==> src/rtl/spi_ram_pkg.sv <==
// Shared definitions for the SPI RAM master: opcodes, word widths and
// FSM state encodings.
package spi_ram_pkg;

   localparam logic [1:0] OP_WR_ADDR = 2'b00;
   localparam logic [1:0] OP_WR_DATA = 2'b01;
   localparam logic [1:0] OP_RD_ADDR = 2'b10;
   localparam logic [1:0] OP_RD_DATA = 2'b11;

   localparam int CMD_W  = 10;
   localparam int DATA_W = 8;

   typedef enum logic [2:0] {
      IDLE       = 3'd0,
      SETUP      = 3'd1,
      SHIFT_OUT  = 3'd2,
      TURNAROUND = 3'd3,
      SHIFT_IN   = 3'd4,
      GAP        = 3'd5
   } state_t;

endpackage

==> src/rtl/spi_ram_master_bit_counter.sv <==
// Loadable down-counter with a terminal flag; times every multi-cycle
// phase of the SPI frame.
// Ports:
//   clk, rst_n  - clock, async active-low reset
//   i_load      - load i_load_val (has priority over i_dec)
//   i_load_val  - value to load (phase length minus one)
//   i_dec       - decrement by one
//   o_tc        - count is zero (last cycle of the phase)
module spi_bit_counter #(
   parameter int W = 4
) (
   input  logic         clk,
   input  logic         rst_n,
   input  logic         i_load,
   input  logic [W-1:0] i_load_val,
   input  logic         i_dec,
   output logic         o_tc
);

   logic [W-1:0] r_count;

   always_ff @(posedge clk or negedge rst_n) begin
      if (!rst_n) begin
         r_count <= '0;
      end else if (i_load) begin
         r_count <= i_load_val;
      end else if (i_dec) begin
         r_count <= r_count - 1'b1;
      end
   end

   assign o_tc = (r_count == '0);

endmodule

==> src/rtl/spi_ram_master.sv <==
// SPI master for the 10-bit command / 8-bit readback RAM link. Frames one
// command per transaction on SS_n/MOSI (MSB first) on the system clock and,
// for read-data commands, captures the 8-bit reply from MISO.
// Ports:
//   clk, rst_n          - system clock, async active-low reset
//   cmd_valid/ready     - command handshake (ready only in IDLE)
//   cmd_data[9:0]       - {opcode, payload}
//   rd_valid, rd_data   - one-cycle pulse with the returned byte
//   busy                - !cmd_ready
//   SS_n, MOSI, MISO    - serial link (SS_n and MOSI are registered)
module spi_ram_master
   import spi_ram_pkg::*;
#(
   parameter int TA_CYCLES      = 2,
   parameter int GAP_CYCLES     = 1,
   parameter int MISO_LSB_FIRST = 0
) (
   input  logic              clk,
   input  logic              rst_n,
   input  logic              cmd_valid,
   output logic              cmd_ready,
   input  logic [CMD_W-1:0]  cmd_data,
   output logic              rd_valid,
   output logic [DATA_W-1:0] rd_data,
   output logic              busy,
   output logic              SS_n,
   output logic              MOSI,
   input  logic              MISO
);

   // Phase lengths are loaded as (length - 1); TA and GAP wrap at 3 bits.
   localparam logic [2:0] TA3     = 3'(TA_CYCLES);
   localparam logic [3:0] TA_LD   = {1'b0, 3'(TA_CYCLES - 1)};
   localparam logic [3:0] GAP_LD  = {1'b0, 3'(GAP_CYCLES - 1)};
   localparam logic [3:0] OUT_LD  = 4'(CMD_W - 1);
   localparam logic [3:0] IN_LD   = 4'(DATA_W - 1);

   state_t              r_state, w_next;
   logic [CMD_W-1:0]    r_sh;
   logic [1:0]          r_op;
   logic [DATA_W-1:0]   r_rx, w_rx_next;
   logic                r_ss_n, r_mosi, r_rd_valid;
   logic [DATA_W-1:0]   r_rd_data;

   logic                w_ss_n_nxt, w_mosi_nxt;
   logic                w_sh_load, w_sh_shift, w_rx_shift, w_rd_done;
   logic                w_cnt_load, w_cnt_dec, w_cnt_tc;
   logic [3:0]          w_cnt_val;

   spi_bit_counter #(.W(4)) u_cnt (
      .clk        (clk),
      .rst_n      (rst_n),
      .i_load     (w_cnt_load),
      .i_load_val (w_cnt_val),
      .i_dec      (w_cnt_dec),
      .o_tc       (w_cnt_tc)
   );

   assign w_rx_next = (MISO_LSB_FIRST != 0) ? {MISO, r_rx[DATA_W-1:1]}
                                            : {r_rx[DATA_W-2:0], MISO};

   always_ff @(posedge clk or negedge rst_n) begin
      if (!rst_n) begin
         r_state <= IDLE;
      end else begin
         r_state <= w_next;
      end
   end

   // Next state plus the values SS_n/MOSI must show in the next cycle,
   // so both pins come straight from flops.
   always_comb begin
      w_next     = r_state;
      w_ss_n_nxt = 1'b1;
      w_mosi_nxt = 1'b0;
      w_sh_load  = 1'b0;
      w_sh_shift = 1'b0;
      w_rx_shift = 1'b0;
      w_rd_done  = 1'b0;
      w_cnt_load = 1'b0;
      w_cnt_val  = '0;
      w_cnt_dec  = 1'b0;
      case (r_state)
         IDLE: begin
            if (cmd_valid) begin
               w_next     = SETUP;
               w_sh_load  = 1'b1;
               w_ss_n_nxt = 1'b0;
               w_mosi_nxt = cmd_data[CMD_W-1];
            end
         end
         SETUP: begin
            // cmd[9] is presented twice: once here, once as the first shift bit.
            w_next     = SHIFT_OUT;
            w_cnt_load = 1'b1;
            w_cnt_val  = OUT_LD;
            w_ss_n_nxt = 1'b0;
            w_mosi_nxt = r_sh[CMD_W-1];
            w_sh_shift = 1'b1;
         end
         SHIFT_OUT: begin
            if (w_cnt_tc) begin
               if (r_op == OP_RD_DATA) begin
                  w_ss_n_nxt = 1'b0;
                  w_cnt_load = 1'b1;
                  if (TA3 == 3'd0) begin
                     w_next    = SHIFT_IN;
                     w_cnt_val = IN_LD;
                  end else begin
                     w_next    = TURNAROUND;
                     w_cnt_val = TA_LD;
                  end
               end else begin
                  w_next     = GAP;
                  w_cnt_load = 1'b1;
                  w_cnt_val  = GAP_LD;
               end
            end else begin
               w_cnt_dec  = 1'b1;
               w_ss_n_nxt = 1'b0;
               w_mosi_nxt = r_sh[CMD_W-1];
               w_sh_shift = 1'b1;
            end
         end
         TURNAROUND: begin
            w_ss_n_nxt = 1'b0;
            if (w_cnt_tc) begin
               w_next     = SHIFT_IN;
               w_cnt_load = 1'b1;
               w_cnt_val  = IN_LD;
            end else begin
               w_cnt_dec = 1'b1;
            end
         end
         SHIFT_IN: begin
            w_rx_shift = 1'b1;
            if (w_cnt_tc) begin
               w_next     = GAP;
               w_cnt_load = 1'b1;
               w_cnt_val  = GAP_LD;
               w_rd_done  = 1'b1;
            end else begin
               w_cnt_dec  = 1'b1;
               w_ss_n_nxt = 1'b0;
            end
         end
         GAP: begin
            if (w_cnt_tc) begin
               w_next = IDLE;
            end else begin
               w_cnt_dec = 1'b1;
            end
         end
         default: w_next = IDLE;
      endcase
   end

   always_ff @(posedge clk or negedge rst_n) begin
      if (!rst_n) begin
         r_ss_n     <= 1'b1;
         r_mosi     <= 1'b0;
         r_sh       <= '0;
         r_op       <= '0;
         r_rx       <= '0;
         r_rd_valid <= 1'b0;
         r_rd_data  <= '0;
      end else begin
         r_ss_n     <= w_ss_n_nxt;
         r_mosi     <= w_mosi_nxt;
         r_rd_valid <= w_rd_done;
         if (w_sh_load) begin
            r_sh <= cmd_data;
            r_op <= cmd_data[CMD_W-1:CMD_W-2];
         end else if (w_sh_shift) begin
            r_sh <= {r_sh[CMD_W-2:0], 1'b0};
         end
         if (w_rx_shift) begin
            r_rx <= w_rx_next;
         end
         // The final MISO bit is folded in directly so rd_data lands in the
         // first GAP cycle together with rd_valid.
         if (w_rd_done) begin
            r_rd_data <= w_rx_next;
         end
      end
   end

   assign cmd_ready = (r_state == IDLE);
   assign busy      = ~cmd_ready;
   assign SS_n      = r_ss_n;
   assign MOSI      = r_mosi;
   assign rd_valid  = r_rd_valid;
   assign rd_data   = r_rd_data;

endmodule
==> config.mk <==
export PLATFORM = sky130hd
export DESIGN_NAME = spi_ram_master
export DESIGN_NICKNAME = d
export VERILOG_FILES = /design/src/rtl/spi_ram_pkg.sv /design/src/rtl/spi_ram_master_bit_counter.sv /design/src/rtl/spi_ram_master.sv
export SDC_FILE = /design/constraint.sdc
export NUM_CORES = 1
export LEC_CHECK = 0
export ABC_CLOCK_PERIOD_IN_PS = 5100
export BUFFER_PORTS_ARGS = -buffer_cell sky130_fd_sc_hd__buf_2
export CAP_MARGIN = 20
export CORE_AREA = 2 2 84 86
export CTS_CLUSTER_SIZE = 14
export DETAILED_ROUTE_END_ITERATION = 10
export DIE_AREA = 0 0 86 88
export PLACE_DENSITY_LB_ADDON = 0.3
export SLEW_MARGIN = 15
export SYNTH_ARGS = -nofsm -noshare
export SYNTH_HDL_FRONTEND = slang
export SYNTH_SLANG_ARGS = --single-unit
==> constraint.sdc <==
create_clock -name clk -period 5.1 [get_ports clk]
set_input_delay 0.255 -clock clk [delete_from_list [all_inputs] [get_ports clk]]
set_output_delay 0.255 -clock clk [all_outputs]
set_load 0.02 [all_outputs]
==> impl_metrics.tcl <==
set metrics [dict create \
    syn-num-nets 201 \
    ys_types 40 \
    r2r_cells 7 \
    period_needed_ns 2.46 \
    io_pins 27 \
    cp-start-kind "flip-flop" \
    nNetsFinal 224 \
    max_stage_delay_ns 0.82 \
    hpwl_um 2550 \
    yosysWarnings 0 \
    ctsResizeCount 0 \
    skew_ns 0.00566 \
    drtAntennaViolNets 0 \
    cts.clk_slew.worst_paths_ns 0.08 \
    drt_iter0_drc 98 \
    hold_class "in2async" \
    dieArea_um2 7570 \
    drv_cap 0 \
    crit_fanout 14 \
    finalHoldViolations 0 \
    leakage_nw 1.00 \
    area_delta_synth_final_pct 14.8 \
    rsz0062_at_grt "no" \
    rows 30 \
    synthCells 185 \
    numPortBuffers 26 \
    cts_buffers 5 \
    synth_area_um2 1820 \
    r2r_setup_slack_ns 2.64 \
    firstDrtPassIters 4 \
    outcome "complete, no violations" \
    period_share_pct 48.3 \
    maxSlewHeadroom_pct 32.8 \
    finalSetupViolations 0 \
    avgSynthCellArea_um2 9.81 \
    cp_top_family "simple AND/OR/NAND/NOR gates" \
    required_ns 5.27 \
    postLayoutSetupSlackWorst_ns 2.64 \
    startpoint "u_cnt.r_count[0]" \
    layout-drive-gt1-share_pct 23.9 \
    clk_latency_ns 0.29 \
    finish.utilization_pct 31.4 \
    grt_pass1_vias 1405 \
    grt_pass1_wl_um 6510 \
    routed-via-count 1359 \
    max_freq_mhz 406 \
    cp.buffers_inverters 2 \
    max-clock-path-buffers 2 \
    power_density_nw_per_um2 664 \
    final_cell_mix "nand2_1 (50), dfrtp_1 (36), buf_2 (26)" \
    drt_wl_total_um 3720 \
    drc_errors 0 \
    ys_seq_area_share_pct 51.1 \
    grt.overflow.total 0 \
    gp_congestion 0.855 \
    wl_per_cell_um 12.9 \
    die_y_um 88 \
    die_width_um 86 \
    setup_tns_ns 0 \
    end_kind "flip-flop" \
    detailedPlace.worstSlack_ns 2.65 \
    final_common_cell "nand2_1" \
    start_util_pct 27.3 \
    cts_root_buffer "clkbuf_8" \
    track_usage_pct 11.0 \
    cts_hold_buf 0 \
    vias_per_cell 4.70 \
    vdd_drop_max_uv 201 \
    antenna_cells_inserted 0 \
    cts_max_level 2 \
    arrival_ns 2.64 \
    worst_pin_slew_ns 1.00 \
    core-area_um2 6640 \
    r2r_end "u_cnt.r_count[2]" \
    path_cells "inv_1, ha_1, nor3b_2, nand2_2, inv_2, o21ai_0, o311a_1" \
    crit_cells 7 \
    path_class "reg2reg" \
    grt_max_degree 38 \
    r2r-start "u_cnt.r_count[0]" \
    crit_end "u_cnt.r_count[2]" \
    cts_tree "built" \
    cts_setup_buffers 0 \
    yosys_register_bits 37 \
    slew_viol_final 0 \
    critical-path-slowest-cell "nor3b_2" \
    clkSinkCount 37 \
    grt_antenna_before_repair 0 \
]
## layout make-up
cell class	count	area [µm²]
clock buffers	7	86.3
clock inverters	1	30.0
fillers	657	4560
inverters	6	22.5
multi-input cells	132	788
flip-flops and latches	37	927
well taps	80	100
repair buffers	26	130
## worst reg2reg max path: cells and delay by family (launching register included)
kind	cells	cell delay, ns
adder cells (fa/ha/maj)	1	0.17
AND/OR/NAND/NOR	2	1.17
flip-flops	1	0.42
AO/OA/AOI/OAI	2	0.25
buffers and inverters	2	0.36
## state kept, by name, indices dropped and copies added (netlist names), 2 cells and up
register / flops
r_sh: 10
r_rx: 7
r_state: 3
rd_data: 8
u_cnt.r_count: 4
r_op: 2
## Yosys cell counts (all sizes together)
cell type	n	share of area (%)
clkbuf	1	0.21
nand2b	2	0.69
nor3b	3	2.4
nor2b	2	0.69
a31oi	3	1.0
a311oi	1	0.48
buf	9	4.1
o31ai	7	2.9
o311a	1	0.55
nand2	51	11
o22ai	1	0.34
nor2	6	1.2
o32ai	1	0.48
a21oi	10	2.8
ha	2	1.4
nor3	12	3.9
o211ai	2	0.83
o21ai	6	2.3
dfrtp	36	50
mux2	7	4.3
a211o	1	0.48
o21a	1	0.83
nand3	4	1.4
a21boi	1	0.41
nand4	1	0.34
nor4	1	0.34
and2	1	0.34
dfstp	1	1.4
a21o	1	0.41
o21bai	1	0.41
xnor2	3	1.4
inv	6	1.2
## cells by family after synthesis
group / after synthesis / share of synthesized area, %
AOI/OAI and AO/OA: 37 / 14.2
xor gates and xnor gates: 3 / 1.45
adders and majority gates: 2 / 1.38
buffers and inverters: 16 / 5.51
DFF: 37 / 51.1
muxes: 7 / 4.34
and+or+nand+nor: 83 / 22.1
## worst min-delay path by stage
stage / to / slack [ns] / cells past startpoint
after floorplan: MOSI / -0.04 / 0
after global placement: r_sh[5] / 0.41 / 1
after detailed placement: r_sh[6] / 0.41 / 1
after CTS: r_sh[6] / 0.1 / 1
after global routing: r_sh[6] / 0.14 / 1
final: r_sh[6] / 0.06 / 1
## routing by layer
metal  part of all wire [%]  global-route usage, %  vias to the layer above
met3                    2.1                   2.07                        5
li1                       -                      -                      681
met2                     48                   17.8                       15
met1                     48                   14.3                      658
met4                    1.6                   5.34                        0
met5                      0                      0                        -
## power by group
part	switching [mW]	internal [mW]	leakage, nW
Clock	0.105	0.159	0.0585
Combinational	0.336	0.258	0.472
Sequential	0.121	0.404	0.472
## metrics by stage
step           cell area [µm²]  hold WS [ns]  instances  total power [mW]
3_5_place_dp              1970         0.407        281              1.13
6_report                  2080        0.0565        289              1.38
2_1_floorplan             1820       -0.0406        185              1.02
3_3_place_gp              1970         0.413        281              1.12
4_1_cts                   2080        0.0954        289              1.40
5_1_grt                   2080         0.141        289              1.50
Note: power is estimated with default switching activity, not from simulation.
